--- src/rtl/rob_multi_if.sv ---
`default_nettype none
// +----------------------------------------------------------------------------+
// | rob_multi_if : dispatch, completion, branch and retire bundle of rob_multi |
// | Revision     : 1.0                                                          |
// +----------------------------------------------------------------------------+
interface rob_multi_if #(
  parameter int DEPTH  = 16,
  parameter int TAG_W  = $clog2(DEPTH),
  parameter int PREG_W = 7,
  parameter int NUM_WB = 3
);
  logic                    alloc_valid;
  logic                    alloc_ready;
  logic                    alloc_has_dest;
  logic [PREG_W-1:0]       alloc_pd_new;
  logic [PREG_W-1:0]       alloc_pd_old;
  logic [31:0]             alloc_pc;
  logic [TAG_W-1:0]        alloc_tag;
  logic [NUM_WB-1:0]       wb_valid;
  logic [NUM_WB*TAG_W-1:0] wb_tag;
  logic                    br_mispredict;
  logic [TAG_W-1:0]        br_tag;
  logic                    retire_valid;
  logic                    retire_has_dest;
  logic [PREG_W-1:0]       retire_pd_old;
  logic [PREG_W-1:0]       retire_pd_new;
  logic [31:0]             retire_pc;
  logic [TAG_W-1:0]        retire_tag;
  logic                    flush_valid;
  logic [TAG_W-1:0]        flush_tag;
  logic [TAG_W-1:0]        head;
  logic [TAG_W:0]          count;
  logic                    full;
  logic                    empty;
`ifdef ROB_WB_CHECK_EN
  logic                    wb_err;
`endif

  modport master (
    output alloc_valid, alloc_has_dest, alloc_pd_new, alloc_pd_old, alloc_pc,
    output wb_valid, wb_tag, br_mispredict, br_tag,
`ifdef ROB_WB_CHECK_EN
    input  wb_err,
`endif
    input  alloc_ready, alloc_tag, retire_valid, retire_has_dest, retire_pd_old,
    input  retire_pd_new, retire_pc, retire_tag, flush_valid, flush_tag,
    input  head, count, full, empty
  );

  modport slave (
    input  alloc_valid, alloc_has_dest, alloc_pd_new, alloc_pd_old, alloc_pc,
    input  wb_valid, wb_tag, br_mispredict, br_tag,
`ifdef ROB_WB_CHECK_EN
    output wb_err,
`endif
    output alloc_ready, alloc_tag, retire_valid, retire_has_dest, retire_pd_old,
    output retire_pd_new, retire_pc, retire_tag, flush_valid, flush_tag,
    output head, count, full, empty
  );
endinterface
`default_nettype wire

--- src/rtl/rob_multi.sv ---
`default_nettype none
// +----------------------------------------------------------------------------+
// | rob_multi : parametrised reorder buffer, NUM_WB completion ports, precise  |
// |             mispredict rollback, in-order single retire.                   |
// |             Optional ROB_WB_CHECK_EN adds sticky wb_err.                   |
// | Revision  : 1.0                                                            |
// +----------------------------------------------------------------------------+
module rob_multi #(
  parameter int DEPTH  = 16,
  parameter int TAG_W  = $clog2(DEPTH),
  parameter int PREG_W = 7,
  parameter int NUM_WB = 3
) (
  input  logic       clk,
  input  logic       reset,
  rob_multi_if.slave bus
);
  localparam logic [TAG_W:0] FULL_CNT = (TAG_W+1)'(DEPTH);

  logic [DEPTH-1:0]  valid_q, valid_d;
  logic [DEPTH-1:0]  done_q, done_d;
  logic [DEPTH-1:0]  has_dest_q, has_dest_d;
  logic [PREG_W-1:0] pd_new_q [DEPTH];
  logic [PREG_W-1:0] pd_new_d [DEPTH];
  logic [PREG_W-1:0] pd_old_q [DEPTH];
  logic [PREG_W-1:0] pd_old_d [DEPTH];
  logic [31:0]       pc_q [DEPTH];
  logic [31:0]       pc_d [DEPTH];
  logic [TAG_W-1:0]  head_q, head_d;
  logic [TAG_W-1:0]  tail_q, tail_d;
  logic [TAG_W:0]    count_q, count_d;
  logic              flush_valid_q, flush_valid_d;
  logic [TAG_W-1:0]  flush_tag_q, flush_tag_d;
`ifdef ROB_WB_CHECK_EN
  logic              wb_err_q, wb_err_d;
`endif

  logic              retire;
  logic              br_hit;
  logic              alloc_ready;
  logic              alloc_fire;
  logic              is_full;
  logic [TAG_W-1:0]  br_off;
  logic [TAG_W-1:0]  kill_off;

  assign is_full     = (count_q == FULL_CNT);
  assign alloc_ready = reset & ~is_full & ~flush_valid_q;
  // Dispatch may see ready during a mispredict cycle; the write is still dropped.
  assign alloc_fire  = bus.alloc_valid & alloc_ready & ~bus.br_mispredict;
  assign retire      = valid_q[head_q] & done_q[head_q];
  assign br_hit      = bus.br_mispredict & valid_q[bus.br_tag];
  assign br_off      = bus.br_tag - head_q;

  always_comb begin
    valid_d       = valid_q;
    done_d        = done_q;
    has_dest_d    = has_dest_q;
    pd_new_d      = pd_new_q;
    pd_old_d      = pd_old_q;
    pc_d          = pc_q;
    head_d        = head_q;
    tail_d        = tail_q;
    count_d       = count_q;
    flush_valid_d = 1'b0;
    flush_tag_d   = flush_tag_q;
    kill_off      = '0;
`ifdef ROB_WB_CHECK_EN
    wb_err_d      = wb_err_q;
`endif

    for (int p = 0; p < NUM_WB; p++) begin
      if (bus.wb_valid[p] && valid_q[bus.wb_tag[p*TAG_W +: TAG_W]]) begin
        done_d[bus.wb_tag[p*TAG_W +: TAG_W]] = 1'b1;
      end
`ifdef ROB_WB_CHECK_EN
      if (bus.wb_valid[p] && (!valid_q[bus.wb_tag[p*TAG_W +: TAG_W]] ||
                              done_q[bus.wb_tag[p*TAG_W +: TAG_W]])) begin
        wb_err_d = 1'b1;
      end
`endif
    end

    if (alloc_fire) begin
      valid_d[tail_q]    = 1'b1;
      done_d[tail_q]     = 1'b0;
      has_dest_d[tail_q] = bus.alloc_has_dest;
      pd_new_d[tail_q]   = bus.alloc_pd_new;
      pd_old_d[tail_q]   = bus.alloc_pd_old;
      pc_d[tail_q]       = bus.alloc_pc;
      tail_d             = tail_q + TAG_W'(1);
    end

    if (retire) begin
      valid_d[head_q] = 1'b0;
      done_d[head_q]  = 1'b0;
      head_d          = head_q + TAG_W'(1);
    end

    // Kill runs last so it overrides a completion landing on a younger entry.
    if (br_hit) begin
      for (int i = 0; i < DEPTH; i++) begin
        kill_off = TAG_W'(i) - head_q;
        if ((kill_off > br_off) && ({1'b0, kill_off} < count_q)) begin
          valid_d[i] = 1'b0;
          done_d[i]  = 1'b0;
        end
      end
      tail_d        = bus.br_tag + TAG_W'(1);
      count_d       = {1'b0, br_off} + (TAG_W+1)'(1) - (TAG_W+1)'(retire);
      flush_valid_d = 1'b1;
      flush_tag_d   = bus.br_tag;
    end else begin
      count_d = count_q + (TAG_W+1)'(alloc_fire) - (TAG_W+1)'(retire);
    end
  end

  always_ff @(posedge clk or negedge reset) begin
    if (!reset) begin
      valid_q       <= '0;
      done_q        <= '0;
      has_dest_q    <= '0;
      head_q        <= '0;
      tail_q        <= '0;
      count_q       <= '0;
      flush_valid_q <= 1'b0;
      flush_tag_q   <= '0;
      for (int i = 0; i < DEPTH; i++) begin
        pd_new_q[i] <= '0;
        pd_old_q[i] <= '0;
        pc_q[i]     <= '0;
      end
`ifdef ROB_WB_CHECK_EN
      wb_err_q      <= 1'b0;
`endif
    end else begin
      valid_q       <= valid_d;
      done_q        <= done_d;
      has_dest_q    <= has_dest_d;
      head_q        <= head_d;
      tail_q        <= tail_d;
      count_q       <= count_d;
      flush_valid_q <= flush_valid_d;
      flush_tag_q   <= flush_tag_d;
      for (int i = 0; i < DEPTH; i++) begin
        pd_new_q[i] <= pd_new_d[i];
        pd_old_q[i] <= pd_old_d[i];
        pc_q[i]     <= pc_d[i];
      end
`ifdef ROB_WB_CHECK_EN
      wb_err_q      <= wb_err_d;
`endif
    end
  end

  assign bus.alloc_ready     = alloc_ready;
  assign bus.alloc_tag       = tail_q;
  assign bus.retire_valid    = retire;
  assign bus.retire_has_dest = has_dest_q[head_q];
  assign bus.retire_pd_old   = pd_old_q[head_q];
  assign bus.retire_pd_new   = pd_new_q[head_q];
  assign bus.retire_pc       = pc_q[head_q];
  assign bus.retire_tag      = head_q;
  assign bus.flush_valid     = flush_valid_q;
  assign bus.flush_tag       = flush_tag_q;
  assign bus.head            = head_q;
  assign bus.count           = count_q;
  assign bus.full            = is_full;
  // empty is gated so every output reads 0 while reset is held.
  assign bus.empty           = reset & (count_q == '0);
`ifdef ROB_WB_CHECK_EN
  assign bus.wb_err          = wb_err_q;
`endif
endmodule
`default_nettype wire
--- src/flat_wrapper.sv ---
// flat-port wrapper written by rule: the top's interface ports become plain ports
module rob_multi_flat 
#(
  parameter int DEPTH  = 16,
  parameter int TAG_W  = $clog2(DEPTH),
  parameter int PREG_W = 7,
  parameter int NUM_WB = 3
)
  (clk, reset, bus_alloc_valid, bus_alloc_has_dest, bus_alloc_pd_new, bus_alloc_pd_old, bus_alloc_pc, bus_wb_valid, bus_wb_tag, bus_br_mispredict, bus_br_tag, bus_alloc_ready, bus_alloc_tag, bus_retire_valid, bus_retire_has_dest, bus_retire_pd_old, bus_retire_pd_new, bus_retire_pc, bus_retire_tag, bus_flush_valid, bus_flush_tag, bus_head, bus_count, bus_full, bus_empty);
  rob_multi_if #(.DEPTH(DEPTH), .TAG_W(TAG_W), .PREG_W(PREG_W), .NUM_WB(NUM_WB)) bus_i ();
  input  logic clk;
  input  logic reset;
  input wire logic [$bits(bus_i.alloc_valid)-1:0] bus_alloc_valid;
  input wire logic [$bits(bus_i.alloc_has_dest)-1:0] bus_alloc_has_dest;
  input wire logic [$bits(bus_i.alloc_pd_new)-1:0] bus_alloc_pd_new;
  input wire logic [$bits(bus_i.alloc_pd_old)-1:0] bus_alloc_pd_old;
  input wire logic [$bits(bus_i.alloc_pc)-1:0] bus_alloc_pc;
  input wire logic [$bits(bus_i.wb_valid)-1:0] bus_wb_valid;
  input wire logic [$bits(bus_i.wb_tag)-1:0] bus_wb_tag;
  input wire logic [$bits(bus_i.br_mispredict)-1:0] bus_br_mispredict;
  input wire logic [$bits(bus_i.br_tag)-1:0] bus_br_tag;
  output wire logic [$bits(bus_i.alloc_ready)-1:0] bus_alloc_ready;
  output wire logic [$bits(bus_i.alloc_tag)-1:0] bus_alloc_tag;
  output wire logic [$bits(bus_i.retire_valid)-1:0] bus_retire_valid;
  output wire logic [$bits(bus_i.retire_has_dest)-1:0] bus_retire_has_dest;
  output wire logic [$bits(bus_i.retire_pd_old)-1:0] bus_retire_pd_old;
  output wire logic [$bits(bus_i.retire_pd_new)-1:0] bus_retire_pd_new;
  output wire logic [$bits(bus_i.retire_pc)-1:0] bus_retire_pc;
  output wire logic [$bits(bus_i.retire_tag)-1:0] bus_retire_tag;
  output wire logic [$bits(bus_i.flush_valid)-1:0] bus_flush_valid;
  output wire logic [$bits(bus_i.flush_tag)-1:0] bus_flush_tag;
  output wire logic [$bits(bus_i.head)-1:0] bus_head;
  output wire logic [$bits(bus_i.count)-1:0] bus_count;
  output wire logic [$bits(bus_i.full)-1:0] bus_full;
  output wire logic [$bits(bus_i.empty)-1:0] bus_empty;
  assign bus_i.alloc_valid = bus_alloc_valid;
  assign bus_i.alloc_has_dest = bus_alloc_has_dest;
  assign bus_i.alloc_pd_new = bus_alloc_pd_new;
  assign bus_i.alloc_pd_old = bus_alloc_pd_old;
  assign bus_i.alloc_pc = bus_alloc_pc;
  assign bus_i.wb_valid = bus_wb_valid;
  assign bus_i.wb_tag = bus_wb_tag;
  assign bus_i.br_mispredict = bus_br_mispredict;
  assign bus_i.br_tag = bus_br_tag;
  assign bus_alloc_ready = bus_i.alloc_ready;
  assign bus_alloc_tag = bus_i.alloc_tag;
  assign bus_retire_valid = bus_i.retire_valid;
  assign bus_retire_has_dest = bus_i.retire_has_dest;
  assign bus_retire_pd_old = bus_i.retire_pd_old;
  assign bus_retire_pd_new = bus_i.retire_pd_new;
  assign bus_retire_pc = bus_i.retire_pc;
  assign bus_retire_tag = bus_i.retire_tag;
  assign bus_flush_valid = bus_i.flush_valid;
  assign bus_flush_tag = bus_i.flush_tag;
  assign bus_head = bus_i.head;
  assign bus_count = bus_i.count;
  assign bus_full = bus_i.full;
  assign bus_empty = bus_i.empty;
  rob_multi #(.DEPTH(DEPTH), .TAG_W(TAG_W), .PREG_W(PREG_W), .NUM_WB(NUM_WB)) u_core (.clk(clk), .reset(reset), .bus(bus_i));
endmodule
--- config.mk ---
export PLATFORM = sky130hd
export DESIGN_NAME = rob_multi_flat
export DESIGN_NICKNAME = d
export VERILOG_FILES = /design/src/rtl/rob_multi_if.sv /design/src/rtl/rob_multi.sv /design/src/flat_wrapper.sv
export SDC_FILE = /design/constraint.sdc
export NUM_CORES = 1
export LEC_CHECK = 0
export BUFFER_PORTS_ARGS = -buffer_cell sky130_fd_sc_hd__buf_2
export CAP_MARGIN = 20
export CORE_MARGIN = 5
export CORE_UTILIZATION = 61
export CTS_CLUSTER_SIZE = 14
export DETAILED_ROUTE_END_ITERATION = 7
export PLACE_DENSITY = 0.82
export RECOVER_POWER = 25
export SETUP_SLACK_MARGIN = 0.3
export SYNTH_ARGS = -nofsm -noshare
export SYNTH_HDL_FRONTEND = slang
export SYNTH_SLANG_ARGS = --single-unit
--- constraint.sdc ---
create_clock -name clk -period 4.5 [get_ports clk]
set_input_delay 0.9 -clock clk [delete_from_list [all_inputs] [get_ports clk]]
set_output_delay 0.9 -clock clk [all_outputs]
set_load 0.02 [all_outputs]
Word-level counts from Yosys, hierarchy flattened:

Cells that the tools add are included.

* add/subtract/negate cells: 24
* order comparisons: 46
* div/mod/pow operators: 0
* multipliers: 0
* bitwise gates (word level): 21
* shifts and indexed selects: 0
* equality and inequality tests: 1
* mux-type cells: 86
* reductions and logical operators: 27

Operators by type and width (number)
* 512-bit bitwise mux: 1
* 112-bit bitwise mux: 2
* 16-bit two-way mux: 9
* 32-bit binary-select mux with 4-bit select: 1
* 32-bit demux with 4-bit select: 1
* 32-bit two-way mux: 3
* 4-bit by 5-bit < comparator with 1-bit output: 16
* 4-bit > comparator: 16
* 16-bit OR: 4
* 7-bit binary-select mux with 4-bit select: 2
* 16-bit bitwise AND: 3
* 1-bit two-way mux: 45
* 7-bit two-way mux: 5
* 16-bit NOT: 2
* 4-bit subtractor, first input constant: 8
* 4-bit by 5-bit < comparator with 1-bit output, second input constant: 6
* 1-bit binary-select mux with 4-bit select: 7
* 7-bit demux with 4-bit select: 1
* 1-bit logical AND: 25
* 1-bit demux with 4-bit select: 5
* 4-bit by 1-bit greater-or-equal comparator with 1-bit output, second input constant: 5
* 16-bit bitwise mux: 1
* 3-bit by 4-bit subtractor with 4-bit output, first input constant: 4
* 4-bit by 1-bit adder with 4-bit output, second input constant: 3
* other kinds (16): 30

* output and inout port bits: 73
* flip-flop bits (word level): 802
* bits in latches: 0
* memories kept: 0
* RAM bits: 0
* bits in read-only memories: 0
* input port bits: 70
* logic and storage cells: 261

Depth between registers and ports, before layout:

Gate-level depths: netlist (run 1).

* word-level depth: 16
* depth in mapped cells: 17
* depth with buffers taken out: 14

Worst setup path after synthesis (run 1):

No wires, ideal clock.

* path kind: register to register
* start point: register u_core.head_q[2] (netlist: u_core.bus.head[2])
* end point: register u_core.count_q[4] (netlist: u_core.bus.count[4])
* arrival time: 3457 ps
* cell stages (with the launch flop): 17
* path buffers: 2
* library setup time: 120 ps
* slack: 923 ps
* required time: 4380 ps
* clock period less this slack: 3577 ps
* path through: dfrtp_1 > buf_2 > inv_2 > mux4_2 > o22a_2 > nand2_1 > buf_4 > ha_1 > inv_1 > ha_1 > inv_1 > fa_1 > inv_1 > a21oi_1 > nor2_1 > o21ai_0 > a31o_2

* longest elaborated chain between the ends: 5
* elaborated cells on any way between the ends: 10
* those cells by class: add/sub (4); mux (5); bitwise (1)

RTL lines
* from (decl): RTL line rob_multi.sv:29 `logic [TAG_W-1:0] head_q, head_d;`
* from (signal assigned): RTL line rob_multi.sv:122 `head_q <= '0;`
* from (signal assigned): RTL line rob_multi.sv:139 `head_q <= head_d;`
* 1-bit binary-select mux with 4-bit select: RTL line rob_multi.sv:50 `assign retire = valid_q[head_q] & done_q[head_q];`
* 1-bit two-way mux (implied by the code): RTL line rob_multi.sv:50
* 1-bit bitwise AND (*): RTL line rob_multi.sv:50
* named net bus_retire_valid: RTL line flat_wrapper.sv:24 `output wire logic [$bits(bus_i.retire_valid)-1:0] bus_retire_valid;`
* 5-bit by 1-bit subtractor with 5-bit output (on tied branches): RTL line rob_multi.sv:113, rob_multi.sv:109
* 5-bit two-way mux (*): RTL line rob_multi.sv:100 `if (br_hit) begin`
* named net u_core.count_d[4]: RTL line rob_multi.sv:31 `logic [TAG_W:0] count_q, count_d;`
* to (signal assigned): RTL line rob_multi.sv:141 `count_q <= count_d;`
* to (decl): RTL line rob_multi.sv:31

The timed path passes the listed nets; every way through them passes the cells marked *. The select of a mux whose other input is x is not followed.
A chain may end at the register's enable or synchronous reset.

Final worst setup path (run 1):

* start point: register u_core.head_q[1] (netlist: u_core.bus.head[1])
* end point: output bus_retire_valid

* longest elaborated chain between the ends: 3
* elaborated cells on any way between the ends: 5
* those cells by class: mux (4); bitwise (1)

RTL lines (RTL line)
* 1-bit binary-select mux with 4-bit select: rob_multi.sv:50
* 1-bit two-way mux (implied by the code): rob_multi.sv:50
* 1-bit bitwise AND (*): rob_multi.sv:50
* to (decl): flat_wrapper.sv:24

Mark *: on every way between the ends. The rest lies on a longest branch, timed or not. The select of a mux whose other input is x is not followed.

==> impl_metrics.tcl, run 1 <==
set metrics [dict create \
    worstRegToRegCells 8 \
    placed_cell_area_mm2 0.0408 \
    whs_ns 0.173 \
    worst_pin_slew_ns 2.45 \
    htreeDepth 3 \
    ff2ff_setup_slack_ns 0.63 \
    routed_via_density 6.61 \
    die_w_um 264 \
    avgSynthCellArea_um2 14.2 \
    clock_path_buffers 3 \
    seq_power_share_pct 40.1 \
    synth_top_area_share_pct 51.2 \
    drc 0 \
    synthTopCellsByArea "dfrtp_1, mux2_2, mux4_2, nand2_1, ha_1" \
    ys_ff_latch 802 \
    violations "capacitance limit, slew limit" \
    rsz0062_at_grt "true" \
    worstSetupEndpointType "primary output" \
    p_comb_share_pct 34.6 \
    yosys.area.top_type "dfrtp_1" \
    synth_common_cells "dfrtp_1, mux2_2, nand2_1" \
    crit_path_cell_trace "inv_1 > buf_4 > mux4_2 > o22a_1 > nand2_1 > buf_6 > buf_2" \
    nNetsFinal 2981 \
    syn2layout_area_growth_pct 11.6 \
    clockRootBuffer "clkbuf_16" \
    crit_arrival_ns 3.22 \
    leakagePower_nw 20.5 \
    nFillCells 4153 \
    num_rows 93 \
    drv_cap 3 \
    max_freq_ghz 0.242 \
    ys_warn_count 0 \
    synth_edf_count 0 \
    cp-start-kind "register" \
    peakVddDrop_uv 440 \
    drtPass1Iterations 5 \
    layoutNonFillerInstCount 3750 \
    switchingPower_mw 9.31 \
    dp_hpwl_um 59900 \
    p_clk_share_pct 25.4 \
    initial_utilization_pct 61.3 \
    track_usage_pct 29.7 \
    overflow 0 \
    postRouteAntennaNets 0 \
    worst_clock_skew_ns 0.0302 \
    hold_class "input port to asynchronous set/reset pin" \
    first_global_vias 26900 \
    relSlewSlack_pct -63.2 \
    dp.cells 3593 \
    cts_buffers 82 \
    die_h_um 264 \
    grt_pass1_wl_um 161000 \
    slew_violations 385 \
    setup_viol 0 \
    regToRegStartpoint "u_core.valid_q[2]$_DFF_PN0_" \
    yosysSeqAreaShare_pct 51.2 \
    crit_fanout 23 \
    fin_crit_sh_pct 91.7 \
    async_reset_ff_share_pct 100 \
    dieArea_mm2 0.0694 \
    cp_top_family "buffers and inverters" \
    netlist_instances 2764 \
    routed_wl_um 103000 \
    coreArea_mm2 0.0640 \
    status "complete, but fails checks" \
    clock-sinks 802 \
    synth.cell_area_mm2 0.0392 \
    synth_most_common_cell "dfrtp_1" \
    hold_viol_final 0 \
    required_ns 3.60 \
    worst_path_max_delay_cell "dfrtp_4" \
    io-pin-count 143 \
    vias 24800 \
    path_buf_inv 4 \
    sw_frac_of_total_pct 32.0 \
    antenna_found_initial 11 \
    place.gp.congestion 0.907 \
    post-route-min-period_ns 4.12 \
    synth_nets 2922 \
    clkTransAtPathRegs_ns 0.06 \
    clk_latency_ns 0.64 \
    p_int_mw 19.8 \
    final_util_pct 68.4 \
    p_per_area_mw_per_mm2 665 \
    final_area_mm2 0.0437 \
    cts_tree "built" \
    ys_types 67 \
    wl_per_cell_um 27.5 \
    reg2reg_to "u_core.bus.alloc_tag[2]$_DFFE_PN0P_" \
    critPathKind "register to primary output" \
    drive_above_1_share_pct 43.8 \
    post_cts_hold_buffer_count 0 \
    grt_max_degree 192 \
    crit_path_max_incr_delay_ns 0.58 \
    fin_setup_tns_ns 0 \
    synthFlopType "dfrtp_1" \
    first_iter_violations 2227 \
    port_buffers 142 \
]
per-stage QoR:
stage / total power, mW / setup slack (ns)
2_1_floorplan: 18.7 / 0.923
3_3_place_gp: 21.0 / 0.679
3_5_place_dp: 21.6 / 0.536
4_1_cts: 29.2 / 0.382
5_1_grt: 30.6 / 0.175
6_report: 29.1 / 0.376
worst max path at each step:
stage                              startpoint                             to  slack, ns  depth (start not counted)
5_1_grt                                 reset   u_core.pc_q[450]$_DFFE_PN0P_       0.17                          3
2_1_floorplan  u_core.bus.head[2]$_DFFE_PN0N_  u_core.bus.count[4]$_DFF_PN0_       0.92                         16
3_5_place_dp                    bus_br_tag[0]     u_core.done_q[6]$_DFF_PN0_       0.54                         11
4_1_cts        u_core.bus.head[0]$_DFFE_PN0N_           bus_retire_pd_old[0]       0.38                          4
6_report       u_core.bus.head[1]$_DFFE_PN0N_               bus_retire_valid       0.38                          7
3_3_place_gp                    bus_br_tag[0]     u_core.done_q[2]$_DFF_PN0_       0.68                         11
flip-flops by register name, indices dropped and copies added (netlist names), 5 cells and up:
signal,cells
u_core.valid_q,16
u_core.pd_old_q,112
u_core.pd_new_q,112
u_core.done_q,16
u_core.has_dest_q,16
u_core.bus.count,5
u_core.pc_q,512
cell usage in the layout (no fill, tap or decap), drive strengths merged, types with 7 or more instances in the layout:
cell type / count
nor2b: 16
mux2i: 11
dfrtp: 802
clkinv: 16
a21oi: 22
ha: 85
bufinv: 11
nand3: 20
and3: 11
a221o: 11
a41oi: 9
a221oi: 17
o21ai: 22
nand4: 10
nand2b: 7
a311oi: 20
mux2: 670
inv: 42
xor2: 8
o21a: 7
a21o: 21
xnor2: 15
nor2: 46
clkbuf: 141
buf: 182
mux4: 241
nor3: 15
nand2: 332
power groups by stage:
stage | Sequential, mW | Combinational, mW | Clock (mW)
after global placement | 11.4 | 9.60 | 0
after detailed placement | 11.7 | 9.96 | 0
after floorplan | 11.0 | 7.64 | 0
final | 11.7 | 10.1 | 7.38
after CTS | 11.6 | 10.1 | 7.45
after global routing | 11.9 | 10.9 | 7.79
final cells by class:
class,count,area [um2],area share (%)
Inverter,42,160,0.366
Timing Repair Buffer,199,1440,3.28
Multi-Input combinational cell,1696,18000,41.2
Clock inverter,27,479,1.10
Tap cell,855,1070,2.45
Sequential cell,802,20100,45.9
Antenna cell,5,12.5,0.0286
Clock buffer,124,2480,5.67
logic make-up (layout without fill, tap and decap cells):
| kind of cell | Yosys count | count (layout) | share of synthesized area [%] |
|---|---|---|---|
| muxes | 922 | 922 | 33.4 |
| and+or+nand+nor | 494 | 494 | 5.64 |
| xor gates and xnor gates | 23 | 23 | 0.514 |
| other | 0 | 5 | 0 |
| DFF | 802 | 802 | 51.2 |
| adders and majority gates | 88 | 88 | 2.87 |
| AOI/OAI and AO/OA | 169 | 169 | 3.35 |
| buffers and inverters | 266 | 392 | 3.05 |
what timing repair did:
action	4_1_cts	5_1_grt
setup endpoints to repair	34	2
setup buffers	1	0
hold endpoints to repair	0	0
resized for setup	0	2
metal layers:
layer | global-route usage [%] | up-vias | routed length, um
li1 | - | 10300 | -
met1 | 40.5 | 13200 | 41400
met2 | 48.1 | 1042 | 50700
met3 | 6.12 | 258 | 7270
met4 | 11.3 | 10 | 3850
met5 | 0 | - | 69
No activity file was read; power rests on OpenSTA's default activity.
==> run 2, diff against run 1 <==
--- a/config.mk
+++ b/config.mk
@@ -8,10 +8,10 @@
 export BUFFER_PORTS_ARGS = -buffer_cell sky130_fd_sc_hd__buf_2
 export CAP_MARGIN = 20
 export CORE_MARGIN = 5
-export CORE_UTILIZATION = 61
+export CORE_UTILIZATION = 27
 export CTS_CLUSTER_SIZE = 14
 export DETAILED_ROUTE_END_ITERATION = 7
-export PLACE_DENSITY = 0.82
+export PLACE_DENSITY = 0.46
 export RECOVER_POWER = 25
 export SETUP_SLACK_MARGIN = 0.3
 export SYNTH_ARGS = -nofsm -noshare
==> constraint.sdc (replaced) <==
create_clock -name clk -period 3.7 [get_ports clk]
set_input_delay 0.74 -clock clk [delete_from_list [all_inputs] [get_ports clk]]
set_output_delay 0.74 -clock clk [all_outputs]
set_load 0.02 [all_outputs]
==> impl_metrics.tcl, run 2 (synthesis gave the netlist of run 1 again) <==
set metrics [dict create \
    worstSetupEndpointType "primary output" \
    cts_buffers 92 \
    syn2layout_area_growth_pct 21.3 \
    initial_utilization_pct 27.2 \
    routed_wl_um 122000 \
    setup_viol 0 \
    rsz0062_at_grt "true" \
    path_buf_inv 4 \
    largest_register_ffs 512 \
    status "complete, but fails checks" \
    track_usage_pct 15.9 \
    htreeDepth 3 \
    final_cell_mix "dfrtp_1, mux2_2, nand2_1" \
    hold_class "input port to register" \
    crit_fanout 6 \
    antenna_found_initial 29 \
    num_rows 139 \
    required_ns 2.96 \
    crit_path_cell_trace "buf_12 > buf_12 > buf_12 > mux4_2 > mux4_2 > buf_6" \
    grt_pass1_wl_um 181000 \
    peakVddDrop_uv 414 \
    regMostFlops "u_core.pc_q" \
    worst_clock_skew_ns 0.0216 \
    first_global_vias 25700 \
    clk_latency_ns 0.69 \
    drv_cap 3 \
    largestRegisters "u_core.pc_q: 512 flops, u_core.pd_new_q: 112 flops, u_core.pd_old_q: 112 flops" \
    coreArea_mm2 0.144 \
    fin_crit_sh_pct 97.7 \
    crit_path_max_incr_delay_ns 0.62 \
    cp-start-kind "register" \
    worst_pin_slew_ns 1.79 \
    clkTransAtPathRegs_ns 0.06 \
    drive_above_1_share_pct 47.0 \
    drtPass1Iterations 5 \
    dp_hpwl_um 69900 \
    relSlewSlack_pct -19.3 \
    io-pin-count 143 \
    drc 0 \
    violations "capacitance limit, slew limit" \
    cp_top_family "multiplexers" \
    die_h_um 391 \
    first_iter_violations 1576 \
    clock-sinks 802 \
    overflow 0 \
    pre_cts_ws_ns 0.0273 \
    leakagePower_nw 21.6 \
    cp_common_cell "buf_12" \
    max_freq_ghz 0.277 \
    nNetsFinal 3093 \
    p_per_area_mw_per_mm2 801 \
    slew_violations 248 \
    worst_path_max_delay_cell "mux4_2" \
    fin_ws_ns 0.0858 \
    wl_per_cell_um 24.7 \
    nFillCells 14100 \
    critPathKind "register to primary output" \
    hold_viol_final 0 \
    fin_setup_tns_ns 0 \
    port_buffers 142 \
    clock_path_buffers 3 \
    dieArea_mm2 0.153 \
    cts_tree "built" \
    die_w_um 391 \
    crit_arrival_ns 2.87 \
    grt_max_degree 169 \
    final_common_cell "dfrtp_1" \
    whs_ns 0.404 \
    place.gp.congestion 0.832 \
    postRouteAntennaNets 0 \
    clockRootBuffer "clkbuf_16" \
    routed_via_density 4.94 \
    post-route-min-period_ns 3.61 \
    vias 24300 \
]
## run 2: cell types whose count changed in the layout (fill, tap and decap cells not counted), sizes merged
cell,before,now
clkbuf,141,163
buf,182,276
clkinvlp,0,5
diode,5,14
dlygate4sd3,0,1
bufbuf,0,3
clkinv,16,22
bufinv,11,5
inv,42,39
## run 2: per-layer routing
layer / routed length, um / part of all wire (%) / GRT usage [%]
met1: 56400 / 46 / 22.1
met2: 56800 / 47 / 25.2
met3: 6380 / 5.2 / 3.66
met4: 2340 / 1.9 / 3.83
met5: 77 / 0.063 / 0
## run 2: path summary, 6_finish.rpt
kind,endpoint,start,slack [ns],cells after the start
max,bus_retire_pd_old[1],u_core.bus.head[0]$_DFFE_PN0N_,0.09,6
min,u_core.pd_new_q[83]$_DFFE_PN0P_,bus_alloc_pd_new[6],0.40,3
min in group asynchronous,u_core.bus.alloc_tag[3]$_DFFE_PN0P_,reset,0.55,2
max in group asynchronous,u_core.pc_q[500]$_DFFE_PN0P_,reset,0.60,5
min reg2reg,u_core.pc_q[285]$_DFFE_PN0P_,u_core.pc_q[285]$_DFFE_PN0P_,0.46,2
max reg2reg,u_core.done_q[7]$_DFF_PN0_,u_core.bus.head[0]$_DFFE_PN0N_,0.33,15
## run 2: cell type report
type | count | area [um2] | area share [%]
Clock inverter | 29 | 317 | 0.666
Clock buffer | 142 | 2800 | 5.90
Tap cell | 1903 | 2380 | 5.01
Inverter | 42 | 185 | 0.389
Timing Repair Buffer | 301 | 3540 | 7.45
Multi-Input combinational cell | 1696 | 18200 | 38.3
Sequential cell | 802 | 20100 | 42.2
Antenna cell | 14 | 35.0 | 0.0737
## run 2: report_power, final
| part | leakage (nW) | internal (mW) | switching, mW |
|---|---|---|---|
| Clock | 1.55 | 5.56 | 3.80 |
| Combinational | 9.30 | 8.32 | 6.58 |
| Sequential | 10.7 | 12.1 | 1.76 |
| Total | 21.6 | 26.0 | 12.1 |
## run 2: per-stage QoR
step	instance area [um2]	power (mW)	utilization, %	instances
2_1_floorplan	39200	22.7	-	2764
3_3_place_gp	42500	26.5	29.5	4678
3_5_place_dp	42500	26.7	29.5	4678
4_1_cts	47000	38.0	32.7	4898
5_1_grt	47500	40.3	33.0	4917
6_report	47600	38.1	33.0	4929
## run 2: tightest hold or removal path, delay by kind of cell
family	cells	cell delay, ns
buffers and inverters	1	0.18
and+or+nand+nor	2	0.13
## run 2: repair_timing
item | in CTS | in global routing
resized for setup | 107 | 65
endpoints found under the setup margin | 73 | 82
setup buffers | 24 | 6
endpoints found under the hold margin | 2 | 0
cloned | 24 | 10
pin swaps | 0 | 1
hold buffers | 1 | 0
==> run 3, diff against run 2 <==
--- a/config.mk
+++ b/config.mk
@@ -13,6 +13,7 @@
 export DETAILED_ROUTE_END_ITERATION = 7
 export PLACE_DENSITY = 0.46
 export RECOVER_POWER = 25
+export REMOVE_ABC_BUFFERS = 1
 export SETUP_SLACK_MARGIN = 0.3
 export SYNTH_ARGS = -nofsm -noshare
 export SYNTH_HDL_FRONTEND = slang
==> impl_metrics.tcl, run 3 (synthesis gave the netlist of run 1 again) <==
set metrics [dict create \
    status "complete, but fails checks" \
    violations "capacitance limit, slew limit" \
    drv_cap 2 \
    worstSetupEndpointType "primary output" \
    critPathKind "register to primary output" \
    first_global_vias 25600 \
    post-route-min-period_ns 3.70 \
    drtPass1Iterations 5 \
    nFillCells 14200 \
    routed_wl_um 121000 \
    drc 0 \
    startpoint "u_core.bus.head[0]$_DFFE_PN0N_" \
    pre_cts_ws_ns 0.0707 \
    coreArea_mm2 0.144 \
    grt_max_degree 149 \
    io-pin-count 143 \
    slew_violations 76 \
    drive_above_1_share_pct 46.1 \
    worst_pin_slew_ns 1.55 \
    final_common_cell "dfrtp_1" \
    antenna_found_initial 19 \
    vias 24400 \
    crit_fanout 7 \
    final_cell_mix "dfrtp_1, mux2_2, nand2_1" \
    power_mw 38.1 \
    nNetsFinal 3094 \
    wl_per_cell_um 24.6 \
    track_usage_pct 15.8 \
    htreeDepth 3 \
    rsz0062_at_grt "true" \
    initial_utilization_pct 27.2 \
    required_ns 2.96 \
    place.gp.congestion 0.868 \
    regToRegStartpoint "u_core.valid_q[0]$_DFF_PN0_" \
    die_w_um 391 \
    relSlewSlack_pct -3.72 \
    fin_setup_tns_ns 0 \
    dieArea_mm2 0.153 \
    syn2layout_area_growth_pct 21.0 \
    worst_clock_skew_ns 0.0422 \
    fin_ws_ns 0.00151 \
    setup_viol 0 \
    clkTransAtPathRegs_ns 0.06 \
    routed_via_density 4.95 \
    crit_arrival_ns 2.96 \
    regMostFlops "u_core.pc_q" \
    hold_class "input port to register" \
    port_buffers 142 \
    die_h_um 391 \
    cts_buffers 94 \
    num_rows 139 \
    grt_pass1_wl_um 180000 \
    p_per_area_mw_per_mm2 804 \
    largestRegisters "u_core.pc_q: 512 flops, u_core.pd_new_q: 112 flops, u_core.pd_old_q: 112 flops" \
    fin_crit_sh_pct 100 \
    leakagePower_nw 21.5 \
    max_freq_ghz 0.270 \
    cts_tree "built" \
    hold_viol_final 0 \
    overflow 0 \
    clockRootBuffer "clkbuf_16" \
    clock-sinks 802 \
    largest_register_ffs 512 \
    postRouteAntennaNets 0 \
    dp_hpwl_um 69900 \
    hold_start "bus_alloc_pd_new[1]" \
    first_iter_violations 1473 \
    clock_path_buffers 3 \
    cp-start-kind "register" \
    peakVddDrop_uv 343 \
    clk_latency_ns 0.69 \
]
[run 3: cell count changes in the layout (fill, tap and decap cells not counted), moves of 6 or more]
| cell | previous run | this run |
|---|---|---|
| a221oi_1 | 2 | 12 |
| clkbuf_1 | 29 | 38 |
| a221oi_2 | 14 | 5 |
| buf_6 | 38 | 52 |
| clkbuf_16 | 105 | 96 |
| buf_2 | 100 | 85 |
| buf_4 | 62 | 56 |
| diode_2 | 14 | 7 |
[run 3: worst paths after layout]
kind / end / slack [ns] / depth (start not counted)
setup / recovery: bus_retire_pc[8] / 0.002 / 7
max in group asynchronous: u_core.pc_q[394]$_DFFE_PN0P_ / 0.53 / 4
hold reg to reg: u_core.pc_q[264]$_DFFE_PN0P_ / 0.46 / 2
setup reg to reg: u_core.bus.alloc_tag[2]$_DFFE_PN0P_ / 0.23 / 10
min in group asynchronous: u_core.bus.flush_tag[0]$_DFFE_PN0P_ / 0.44 / 2
hold / removal: u_core.pd_new_q[78]$_DFFE_PN0P_ / 0.40 / 3
[run 3: what timing repair did]
action / CTS / global route
pin swaps: 0 / 0
hold endpoints to repair: 1 / 0
setup buffers: 25 / 4
endpoints found under the setup margin: 52 / 77
hold buffers: 1 / 0
gates resized for setup: 135 / 18
cloned: 23 / 2
[run 3: worst max-delay path, stage by stage (launching register included)]
cell and delay, ns:
dfrtp_4 0.50, buf_12 0.15, buf_12 0.15, buf_12 0.13
buf_16 0.14, mux4_2 0.42, mux4_2 0.60, buf_6 0.18
[run 3: report_power, final]
group / internal [mW] / total (mW) / switching [mW] / leakage (nW)
Combinational: 8.23 / 14.7 / 6.45 / 9.22
Sequential: 12.1 / 13.8 / 1.73 / 10.7
Clock: 5.74 / 9.66 / 3.92 / 1.60
[run 3: area by class of cell]
cell class / count / area, um2 / share of cell area (%)
Multi-Input combinational cell: 1696 / 18100 / 38.1
Tap cell: 1903 / 2380 / 5.02
Timing Repair Buffer: 300 / 3480 / 7.34
Clock buffer: 137 / 2740 / 5.79
Sequential cell: 802 / 20100 / 42.3
Antenna cell: 7 / 17.5 / 0.0369
Clock inverter: 35 / 495 / 1.04
Inverter: 42 / 169 / 0.356
[run 3: metal layers]
metal  track usage, %  share of wire, %  vias up
li1                 -                 -    10600
met4             3.99               2.1        4
met5                0             0.022        -
met1             22.0                46    13100
met2             25.0                46      588
met3             3.44               5.4      164
[run 3: metrics by stage]
step	utilization [%]	hold slack, ns	std cells	cell area (um2)
after floorplan	-	0.434	2540	38200
after global placement	29.6	0.445	4688	42700
after detailed placement	29.6	0.451	4688	42700
after CTS	32.9	0.335	4909	47400
after global routing	32.9	0.386	4915	47400
final	32.9	0.404	4922	47400
